## src/rtl/npu_conv_read_seq.sv

```systemverilog
`default_nettype none
// ============================================================================
//  Module   : npu_conv_read_seq
//  Purpose  : Read sequencer for npu_simple running a 3x3 conv followed by a
//             2x2 maxpool. Walks the feature map in column tiles, row pairs,
//             column pairs and 2x2 pool quadrants, and issues one pixel per
//             cycle as nine tap addresses plus zero-padding tap enables. Each
//             issued pixel is tagged with its pooled output coordinate.
//  Ports    :
//    clk          clock
//    reset        asynchronous active-low reset
//    start        one-cycle start pulse, accepted only while idle
//    cfg_width    feature-map width  (even, >=2), sampled at start
//    cfg_height   feature-map height (even, >=2), sampled at start
//    cfg_pad      1 = mask taps falling outside the map, sampled at start
//    stall        1 = hold the current pixel (input memory not ready)
//    readi_w      tap columns {t0..t8}, t0 = (-1,-1), t4 = centre
//    readi_h      tap rows, same tap order as readi_w
//    en_read      tap enables, bit 8 = t0 ... bit 0 = t8
//    en_bias      1 while a pixel is issued
//    en_pe        1 = outputs carry a valid pixel issue
//    pool_x       pooled output column of the issued pixel
//    pool_y       pooled output row of the issued pixel
//    pool_last    1 on the last pixel of a 2x2 pool group
//    busy         1 while running or draining
//    done         one-cycle pulse at the end of the drain
//  Revision : 1.0 - initial release
// ============================================================================
module npu_conv_read_seq #(
    parameter int WIDTH_B  = 7,
    parameter int HEIGHT_B = 3,
    parameter int TILE_W   = 68,
    parameter int HALO_COL = 68,
    parameter int PIPE_LAT = 7
) (
    input  logic                  clk,
    input  logic                  reset,
    input  logic                  start,
    input  logic [7:0]            cfg_width,
    input  logic [7:0]            cfg_height,
    input  logic                  cfg_pad,
    input  logic                  stall,
    output logic [WIDTH_B*9-1:0]  readi_w,
    output logic [HEIGHT_B*9-1:0] readi_h,
    output logic [8:0]            en_read,
    output logic                  en_bias,
    output logic                  en_pe,
    output logic [6:0]            pool_x,
    output logic [6:0]            pool_y,
    output logic                  pool_last,
    output logic                  busy,
    output logic                  done
);

    localparam logic [1:0] S_IDLE  = 2'd0;
    localparam logic [1:0] S_RUN   = 2'd1;
    localparam logic [1:0] S_DRAIN = 2'd2;

    localparam int               c_CNT_W    = (PIPE_LAT > 1) ? $clog2(PIPE_LAT) : 1;
    localparam logic [c_CNT_W-1:0] c_LAST_CNT = c_CNT_W'(PIPE_LAT - 1);
    localparam logic [8:0]       c_TILE_W   = 9'(TILE_W);

    // ------------------------------------------------------------------
    // State and loop counters. The loop counters always point at the
    // next pixel to be issued; they rest at zero while idle.
    // ------------------------------------------------------------------
    logic [1:0]         r_state;
    logic [1:0]         w_state_nxt;
    logic [7:0]         r_width;
    logic [7:0]         r_height;
    logic               r_pad;
    logic [8:0]         r_base;       // global column of the current tile start
    logic [7:0]         r_j;          // row pair
    logic [7:0]         r_k;          // tile-local column pair
    logic [1:0]         r_l;          // pool quadrant
    logic               r_all_issued; // last pixel is on the outputs
    logic [c_CNT_W-1:0] r_drain_cnt;
    logic [c_CNT_W-1:0] w_cnt_nxt;

    logic [WIDTH_B*9-1:0]  r_readi_w;
    logic [HEIGHT_B*9-1:0] r_readi_h;
    logic [8:0]            r_en_read;
    logic                  r_en_bias;
    logic                  r_en_pe;
    logic [6:0]            r_pool_x;
    logic [6:0]            r_pool_y;
    logic                  r_pool_last;
    logic                  r_busy;
    logic                  r_done;

    // While idle the configuration registers are stale, so the first pixel
    // (issued on the start edge) is computed straight from the cfg inputs.
    logic [7:0] w_width;
    logic [7:0] w_height;
    logic       w_pad;

    assign w_width  = (r_state == S_IDLE) ? cfg_width  : r_width;
    assign w_height = (r_state == S_IDLE) ? cfg_height : r_height;
    assign w_pad    = (r_state == S_IDLE) ? cfg_pad    : r_pad;

    // ------------------------------------------------------------------
    // Geometry of the pixel addressed by the loop counters.
    // Quadrant order (0,0),(0,1),(1,1),(1,0): w = l[1], h = l[1]^l[0].
    // ------------------------------------------------------------------
    logic       w_qw;
    logic       w_qh;
    logic [7:0] w_c;   // tile-local centre column
    logic [7:0] w_r;   // centre row
    logic [8:0] w_g;   // global centre column

    assign w_qw = r_l[1];
    assign w_qh = r_l[1] ^ r_l[0];
    assign w_c  = r_k + {7'd0, w_qw};
    assign w_r  = r_j + {7'd0, w_qh};
    assign w_g  = r_base + {1'b0, w_c};

    // ------------------------------------------------------------------
    // Loop bounds. All comparisons are "more to go" tests so that odd or
    // tiny configurations still run out and reach the drain.
    // ------------------------------------------------------------------
    logic [8:0] w_rem;
    logic [8:0] w_tile_cols;
    logic [9:0] w_base_step;
    logic       w_quad_end;
    logic       w_k_more;
    logic       w_j_more;
    logic       w_i_more;
    logic       w_last;
    logic       w_issue;

    assign w_rem       = ({1'b0, w_width} > r_base) ? ({1'b0, w_width} - r_base) : 9'd0;
    assign w_tile_cols = (w_rem > c_TILE_W) ? c_TILE_W : w_rem;
    assign w_base_step = {1'b0, r_base} + {1'b0, c_TILE_W};
    assign w_quad_end  = (r_l == 2'd3);
    assign w_k_more    = (({1'b0, r_k} + 9'd2) < w_tile_cols);
    assign w_j_more    = (({1'b0, r_j} + 9'd2) < {1'b0, w_height});
    assign w_i_more    = (w_base_step < {2'b00, w_width});
    assign w_last      = w_quad_end && !w_k_more && !w_j_more && !w_i_more;

    assign w_issue = ((r_state == S_IDLE) && start) ||
                     ((r_state == S_RUN) && !r_all_issued && !stall);

    // ------------------------------------------------------------------
    // Tap address and mask generation, tap t = (dy+1)*3 + (dx+1).
    // ------------------------------------------------------------------
    logic [WIDTH_B*9-1:0]  w_pix_w;
    logic [HEIGHT_B*9-1:0] w_pix_h;
    logic [8:0]            w_pix_en;

    for (genvar t = 0; t < 9; t++) begin : g_tap
        localparam int c_DX = (t % 3) - 1;
        localparam int c_DY = (t / 3) - 1;

        logic signed [10:0]  w_gx;
        logic signed [10:0]  w_ry;
        logic                w_inside;
        logic                w_en;
        logic                w_halo;
        logic [WIDTH_B-1:0]  w_col;
        logic [HEIGHT_B-1:0] w_row;

        assign w_gx     = $signed({2'b00, w_g}) + 11'(c_DX);
        assign w_ry     = $signed({3'b000, w_r}) + 11'(c_DY);
        assign w_inside = (w_gx >= 11'sd0) && (w_gx < $signed({3'b000, w_width})) &&
                          (w_ry >= 11'sd0) && (w_ry < $signed({3'b000, w_height}));
        assign w_en     = !w_pad || w_inside;

        // Left neighbour of a tile's first column lives in the halo column
        // of the input memory for every tile but the first.
        assign w_halo = (c_DX == -1) && (w_c == 8'd0) && (r_base != 9'd0);
        assign w_col  = w_halo ? WIDTH_B'(HALO_COL) : WIDTH_B'(w_c + 8'(c_DX));
        // Input memory rows are a circular buffer.
        assign w_row  = HEIGHT_B'(w_r + 8'(c_DY));

        assign w_pix_w[(8-t)*WIDTH_B +: WIDTH_B]   = w_en ? w_col : '0;
        assign w_pix_h[(8-t)*HEIGHT_B +: HEIGHT_B] = w_en ? w_row : '0;
        assign w_pix_en[8-t]                       = w_en;
    end

    // ------------------------------------------------------------------
    // FSM
    // ------------------------------------------------------------------
    always_ff @(posedge clk or negedge reset) begin
        if (!reset) begin
            r_state <= S_IDLE;
        end else begin
            r_state <= w_state_nxt;
        end
    end

    always_comb begin
        w_state_nxt = r_state;
        w_cnt_nxt   = '0;
        case (r_state)
            S_IDLE: begin
                if (start) begin
                    w_state_nxt = S_RUN;
                end
            end
            S_RUN: begin
                if (r_all_issued) begin
                    w_state_nxt = S_DRAIN;
                end
            end
            S_DRAIN: begin
                if (r_drain_cnt == c_LAST_CNT) begin
                    w_state_nxt = S_IDLE;
                end else begin
                    w_cnt_nxt = r_drain_cnt + 1'b1;
                end
            end
            default: begin
                w_state_nxt = S_IDLE;
            end
        endcase
    end

    // ------------------------------------------------------------------
    // Loop counters, configuration capture and registered outputs.
    // ------------------------------------------------------------------
    always_ff @(posedge clk or negedge reset) begin
        if (!reset) begin
            r_width      <= '0;
            r_height     <= '0;
            r_pad        <= 1'b0;
            r_base       <= '0;
            r_j          <= '0;
            r_k          <= '0;
            r_l          <= '0;
            r_all_issued <= 1'b0;
            r_drain_cnt  <= '0;
            r_readi_w    <= '0;
            r_readi_h    <= '0;
            r_en_read    <= '0;
            r_en_bias    <= 1'b0;
            r_en_pe      <= 1'b0;
            r_pool_x     <= '0;
            r_pool_y     <= '0;
            r_pool_last  <= 1'b0;
            r_busy       <= 1'b0;
            r_done       <= 1'b0;
        end else begin
            if ((r_state == S_IDLE) && start) begin
                r_width  <= cfg_width;
                r_height <= cfg_height;
                r_pad    <= cfg_pad;
            end

            if (w_issue) begin
                r_readi_w    <= w_pix_w;
                r_readi_h    <= w_pix_h;
                r_en_read    <= w_pix_en;
                r_en_bias    <= 1'b1;
                r_en_pe      <= 1'b1;
                r_pool_x     <= w_g[7:1];
                r_pool_y     <= w_r[7:1];
                r_pool_last  <= w_quad_end;
                r_all_issued <= w_last;
                // Nested loop advance: l innermost, then k, j, tile.
                // After the last pixel every counter wraps back to zero.
                if (!w_quad_end) begin
                    r_l <= r_l + 2'd1;
                end else begin
                    r_l <= 2'd0;
                    if (w_k_more) begin
                        r_k <= r_k + 8'd2;
                    end else begin
                        r_k <= 8'd0;
                        if (w_j_more) begin
                            r_j <= r_j + 8'd2;
                        end else begin
                            r_j <= 8'd0;
                            r_base <= w_i_more ? (r_base + c_TILE_W) : 9'd0;
                        end
                    end
                end
            end else begin
                // Stalled or not running: addresses and tags hold.
                r_en_bias    <= 1'b0;
                r_en_pe      <= 1'b0;
                r_all_issued <= 1'b0;
            end

            r_drain_cnt <= w_cnt_nxt;
            r_busy      <= (w_state_nxt != S_IDLE);
            r_done      <= (w_state_nxt == S_DRAIN) && (w_cnt_nxt == c_LAST_CNT);
        end
    end

    assign readi_w   = r_readi_w;
    assign readi_h   = r_readi_h;
    assign en_read   = r_en_read;
    assign en_bias   = r_en_bias;
    assign en_pe     = r_en_pe;
    assign pool_x    = r_pool_x;
    assign pool_y    = r_pool_y;
    assign pool_last = r_pool_last;
    assign busy      = r_busy;
    assign done      = r_done;

endmodule
`default_nettype wire

```

## config.mk

```make
export PLATFORM = sky130hd
export DESIGN_NAME = npu_conv_read_seq
export DESIGN_NICKNAME = d
export VERILOG_FILES = /design/src/rtl/npu_conv_read_seq.sv
export SDC_FILE = /design/constraint.sdc
export NUM_CORES = 1
export LEC_CHECK = 0
export ABC_CLOCK_PERIOD_IN_PS = 6050
export CORE_UTILIZATION = 52
export CTS_BUF_LIST = sky130_fd_sc_hd__clkbuf_4
export CTS_CLUSTER_SIZE = 20
export DETAILED_ROUTE_END_ITERATION = 10
export PLACE_DENSITY_LB_ADDON = 0.15
export SLEW_MARGIN = 0
export SYNTH_ARGS = -nofsm -noshare
export SYNTH_HDL_FRONTEND = slang
export SYNTH_SLANG_ARGS = --single-unit
```

## constraint.sdc

```tcl
create_clock -name clk -period 6.05 [get_ports clk]
set_input_delay 1.815 -clock clk [delete_from_list [all_inputs] [get_ports clk]]
set_output_delay 1.815 -clock clk [all_outputs]
set_load 0.1 [all_outputs]
```

======== Yosys cells after proc, flatten, opt, wreduce, memory -nomap -nowiden ========
Cells that the tools add are included.
cells by class
  $add $sub $neg .......................... 20
  multipliers ............................. 0
  div/mod/pow operators ................... 0
  order comparisons ....................... 17
  equality and inequality tests ........... 6
  shifts and indexed selects .............. 0
  multiplexer cells ....................... 36
  bitwise gates (word level) .............. 3
  reduce and logical (&&, ||, !) cells .... 52
operators with widths
  cell                   number
  $mux 7                 10
  $mux 3                 11
  $mux 8                 4
  $logic_and 1x1->1      29
  $lt 9x8->1             3
  $mux 9                 3
  $add 9x1->10 const B   2
  $ge 10x1->1 const B    2
  $lt 10x8->1            2
  $add 8x2->9 const B    2
  $ge 9x1->1 const B     2
  $add 8x1->8            2
  $add 8x2->8 const B    2
  $add 10x1->11 const B  1
  $ge 11x1->1 const B    1
  $lt 11x9->1            1
  $add 9x7->10 const B   1
  $logic_or 1x1->1       10
  $lt 10x9->1            1
  $add 8x1->9 const B    1
  $add 9x7->9 const B    1
  $add 9x8->9            1
  $gt 8x9->1             1
  $gt 9x7->1 const B     1
  25 further kinds       40
word-level totals
  register bits ........................... 167
  bits in latches ......................... 0
  RAM bits ................................ 0
  bits in read-only memories .............. 0
  input port bits ......................... 21
  output and inout port bits .............. 118
  logic and storage cells ................. 153
  memories ................................ 0

======== Logic depth before layout (Yosys ltp) ========
  word-level depth ........................ 12
  mapped depth ............................ 24

======== Least setup slack after synthesis ========
No wires, ideal clock.
  path type ............................... input to register
  start point ............................. in cfg_width[2]
  end point ............................... reg r_base[2]
  setup time .............................. 125 ps
  data arrival time ....................... 5,789 ps
  slack ................................... 136 ps
  cell stages on the path ................. 19
  path buffers ............................ 2
  cells stage by stage .................... mux2_2 > ha_1 > buf_2 > o211a_1 > nor3_1 > nor2_1 > or4_1 > nor4_2 > nor2_1 > or4b_2 > ha_1 > a21o_1 > a21oi_1 > o211ai_1 > nor2_1 > o21a_1 > nand2b_1 > buf_4 > mux2_2
on the way
  word-level cells in the longest chain between the ends .. 8
  elaborated cells on any way between the ends .. 11
  classes of those cells .................. 1 x add/sub; 4 x order compare; 4 x mux; 1 x bitwise; 1 x reduce/logical
RTL lines
  what                                              line  source
  from (decl)                                       39    input logic [7:0] cfg_width,
  $mux 8 (*)                                        97    assign w_width = (r_state == S_IDLE) ? cfg_width : r_width;
  $sub 8x9->9 / $gt 8x9->1 (equally long branches)  131   assign w_rem = ({1'b0, w_width} > r_base) ? ({1'b0, w_width} - r_base) : 9'd0;
  $mux 9                                            131
  $gt 9x7->1                                        132   assign w_tile_cols = (w_rem > c_TILE_W) ? c_TILE_W : w_rem;
  $mux 9                                            132
  $lt 9x9->1                                        135   assign w_k_more = (({1'b0, r_k} + 9'd2) < w_tile_cols);
  $not 1->1 (no source line)                        n/a
  $reduce_and 4->1 (no source line)                 n/a
  to (signal assigned)                              273   r_base <= w_i_more ? (r_base + c_TILE_W) : 9'd0;
  to (decl)                                         72    logic [8:0] r_base;
Mark *: on every way between the ends. The rest lies on a longest branch, timed or not.
A chain may end at the register's enable or synchronous reset.

======== Final worst setup path ========
  start point ............................. in cfg_width[2]
  end point ............................... reg r_base[3]
Same word-level chain as after synthesis.

==> impl_metrics.csv <==
group,metric,value,unit
global_routing,grt_max_degree,95,
sta,setup-violations-final,0,
global_routing,global_route_wire_length_before_repair,41.4,mm
logic_synthesis,ys_seq_elements,163,
logic_synthesis,synth_edf_count,0,
critical_path,worst_setup_start_kind,"input port",
die,die_height,141,µm
logic_synthesis,netlist_area_pre_place,9990,µm²
critical_path,critical_path.reg2reg.endpoint,"r_base[3]$_DFFE_PN0P_",
sta,hold_ws,0.497,ns
sta,hold_viol,0,
logic_synthesis,synth_simple_gate_area_share,16.7,%
routing,route.vias.total,8331,
finish,area_growth_syn_to_layout,20.6,%
routing,routed-wl-met3,1.19,mm
placed_design,dp.final_hpwl,18.7,mm
routing,remaining_drc_errors,0,
logic_synthesis,compound_gate_portion_of_the_synthesized_area,15.9,%
finish,multi_input_comb_area,5510,µm²
min_path,worstHoldPathCells,2,
sta,worst_slew_margin_rel,22.9,%
sta,slew_viol_final,0,
die,core_region_area,18800,µm²
routing,route.layer.met1.wl,11.9,mm
logic_synthesis,post_synthesis_cell_type_count,74,
sta,fin_worst_skew,0.0231,ns
logic_synthesis,synth_mux_area_share,4.05,%
critical_path,reg2reg_depth,19,
critical_path,crit_path_launch,"cfg_width[2]",
finish,fraction_of_layout_instances_using_a_drive_strength_above_1,11.0,%
critical_path,endpoint_kind,"flip-flop",
finish,stdcell_count,1475,
sta,final_worst_path_period_need,5.83,ns
clock_network,worst_setup_hold_path_clk_slew,0.17,ns
critical_path,path_max_fanout,4,
routing,uppermost_layer_routed,"met4",
routing,detail_route.wirelength,25.3,mm
min_path,hold-path-endpoint,"pool_y[0]$_DFFE_PN0N_",
critical_path,r2r_setup_slack,0.84,ns
logic_synthesis,synth_flop_cell,"sky130_fd_sc_hd__dfrtp_1",
global_routing,grt_antenna_before_repair,1,
clock_network,clk_latency,0.60,ns
clock_network,ctsHoldBuffers,0,
clock_network,tritoncts,"done",
clock_network,cts_inserted_buffers,17,
placed_design,dp_cells,1442,
logic_synthesis,synthArstFlopShare,100,%
placed_design,placement.io_buffers,138,
critical_path,rr_startpoint,"r_state[1]$_DFF_PN0_",
clock_network,ctsLongestPathBuffers,2,
critical_path,worst_ep_required_time,6.55,ns
die,boundaryPins,139,
die,fp-row-count,50,
logic_synthesis,post_synth_inst_count,1088,
routing,met2_wirelength,11.7,mm
finish,finalNetCount,1346,
finish,register_area,4080,µm²
routing,drtIter0Drc,537,
logic_synthesis,synth_xor_area_share,5.84,%
logic_synthesis,ys.warnings.count,0,
global_routing,grt-ovfl-total,0,
critical_path,crit_arrival,6.33,ns
placed_design,gpl.final_weighted_congestion,0.918,
die,design.die.area,19800,µm²
job,maxCapViolations,0,
clock_network,htree_levels,4,
clock_network,cts_sinks,163,
global_routing,first_global_vias,8074,
die,die-width,141,µm
routing,wl_per_cell,17.1,µm
sta,timing_worst_slew_pin_value,1.15,ns
min_path,min_from,"pool_y[0]$_DFFE_PN0N_",
routing,route.antenna.remaining_nets,0,
die,floorplan.initialDensity,53.2,%
logic_synthesis,share_of_synthesized_cell_area_in_full_adder_half_adder_and_majority_cells,12.3,%
routing,detailedRoute.firstPassIterationCount,5,
routing,avgViaCountPerCell,5.65,
logic_synthesis,syn-mean-instance-area,9.18,µm²
logic_synthesis,synth_top_family_by_area,"simple AND/OR/NAND/NOR gates",
status,outcome,"finished clean",
critical_path,critPathKind,"in2reg",
clock_network,root_buffer,"sky130_fd_sc_hd__clkbuf_4",
logic_synthesis,yosysSeqAreaShare,40.8,%
finish,fillers,1640,
sta,grt_setup_unrepaired,"no",
sta,fmax,0.171,GHz
global_routing,grtUsageTotal,26.8,%
sta,finalCritPeriodShare,96.4,%
min_path,type_of_the_worst_min_delay_path,"reg2reg",
-- metal layers --
| layer | vias up | global-route usage, % |
|---|---|---|
| met2 | 225 | 43.9 |
| met5 | - | 0 |
| met3 | 39 | 3.97 |
| li1 | 4029 | - |
| met1 | 4038 | 36.6 |
| met4 | 0 | 8.47 |
-- synthesized netlist by cell type (6+ instances only) --
cell type	n	area (µm²)
sky130_fd_sc_hd__dfrtp_1	163	4080
sky130_fd_sc_hd__nand2_1	131	492
sky130_fd_sc_hd__nor2_1	130	488
sky130_fd_sc_hd__ha_1	98	1230
sky130_fd_sc_hd__a21oi_1	88	440
sky130_fd_sc_hd__o21ai_0	75	375
sky130_fd_sc_hd__clkbuf_1	43	161
sky130_fd_sc_hd__inv_1	39	146
sky130_fd_sc_hd__xnor2_1	35	307
sky130_fd_sc_hd__mux2_2	27	304
sky130_fd_sc_hd__xor2_1	26	228
sky130_fd_sc_hd__a21o_1	23	173
sky130_fd_sc_hd__nand3_1	22	110
sky130_fd_sc_hd__nor3_1	16	80.1
sky130_fd_sc_hd__nand2b_1	13	81.3
sky130_fd_sc_hd__mux2i_1	10	100
sky130_fd_sc_hd__o21ai_1	10	50.1
sky130_fd_sc_hd__buf_2	8	40.0
sky130_fd_sc_hd__o21a_1	8	60.1
sky130_fd_sc_hd__and2_1	7	43.8
sky130_fd_sc_hd__or3_1	7	43.8
sky130_fd_sc_hd__and3_1	6	37.5
-- cell families after synthesis --
logic type / after synthesis
buf+inv: 101
simple gates: 368
other cells: 2
compound gates: 255
flops: 163
mux: 37
fa+ha+maj: 98
xor+xnor: 64
-- metrics by stage --
stage          setup WS [ns]  util (%)  cell area (µm²)  setup TNS [ns]
6_report               0.217      64.2            12000               0
5_1_grt               0.0260      64.2            12000               0
4_1_cts                0.271      64.1            12000               0
3_5_place_dp          -0.375      62.3            11700           -6.15
3_3_place_gp          -0.251      62.3            11700           -3.59
2_1_floorplan          0.136         -            10000               0
-- worst max-delay path by stage --
stage	cells past startpoint	slack, ns	endpoint
3_5_place_dp	18	-0.38	r_base[3]$_DFFE_PN0P_
4_1_cts	18	0.27	r_base[3]$_DFFE_PN0P_
2_1_floorplan	19	0.14	r_base[2]$_DFFE_PN0P_
6_report	18	0.22	r_base[3]$_DFFE_PN0P_
3_3_place_gp	17	-0.25	r_j[1]$_DFFE_PN0P_
5_1_grt	19	0.03	r_base[3]$_DFFE_PN0P_
-- repair_timing --
item,in CTS,in global routing
setup endpoints to repair,0,4
setup buffers,0,0
gates resized for setup,0,4
-- placed cells by master (no fill, tap or decap), types with 23 or more instances in the layout --
| master | count |
|---|---|
| sky130_fd_sc_hd__nand2_1 | 131 |
| sky130_fd_sc_hd__inv_1 | 38 |
| sky130_fd_sc_hd__xnor2_1 | 35 |
| sky130_fd_sc_hd__xor2_1 | 26 |
| sky130_fd_sc_hd__nor2_1 | 129 |
| sky130_fd_sc_hd__dfrtp_1 | 163 |
| sky130_fd_sc_hd__mux2_2 | 27 |
| sky130_fd_sc_hd__o21ai_0 | 75 |
| sky130_fd_sc_hd__clkdlybuf4s50_1 | 137 |
| sky130_fd_sc_hd__a21oi_1 | 88 |
| sky130_fd_sc_hd__a21o_1 | 23 |
| sky130_fd_sc_hd__buf_4 | 38 |
| sky130_fd_sc_hd__ha_1 | 98 |
-- layout make-up --
class	instances	share of cell area (%)
Timing Repair Buffer	176	13.8
Antenna cell	1	0.0208
Clock inverter	15	1.76
Tap cell	234	2.43
Sequential cell	163	33.9
Multi-Input combinational cell	828	45.7
Inverter	41	1.28
Clock buffer	17	1.06
-- state kept, by name (all words and copies together), names as in the netlist, 7 cells and up --
name and cells:
readi_w 63, r_width 8, pool_x 7, r_k 7
r_j 7, r_height 8, readi_h 27, pool_y 7
en_read 9, r_base 7
-- worst max-delay path: stages --
cell	delay (ns)
sky130_fd_sc_hd__clkdlybuf4s50_1	0.41
sky130_fd_sc_hd__mux2_2	0.29
sky130_fd_sc_hd__ha_1	0.29
sky130_fd_sc_hd__o211a_1	0.25
sky130_fd_sc_hd__nor3_1	0.24
sky130_fd_sc_hd__nor2_1	0.09
sky130_fd_sc_hd__or4_1	0.43
sky130_fd_sc_hd__nor4_2	0.20
sky130_fd_sc_hd__nor2_1	0.10
sky130_fd_sc_hd__or4b_2	0.63
sky130_fd_sc_hd__ha_1	0.31
sky130_fd_sc_hd__a21o_1	0.16
sky130_fd_sc_hd__a21oi_1	0.14
sky130_fd_sc_hd__o211ai_1	0.10
sky130_fd_sc_hd__nor2_1	0.11
sky130_fd_sc_hd__o21a_1	0.22
sky130_fd_sc_hd__nand2b_1	0.19
sky130_fd_sc_hd__mux2_2	0.35
Power is not shown: default switching activity piles up to over one toggle a cycle in this logic, so the estimate is an artifact.
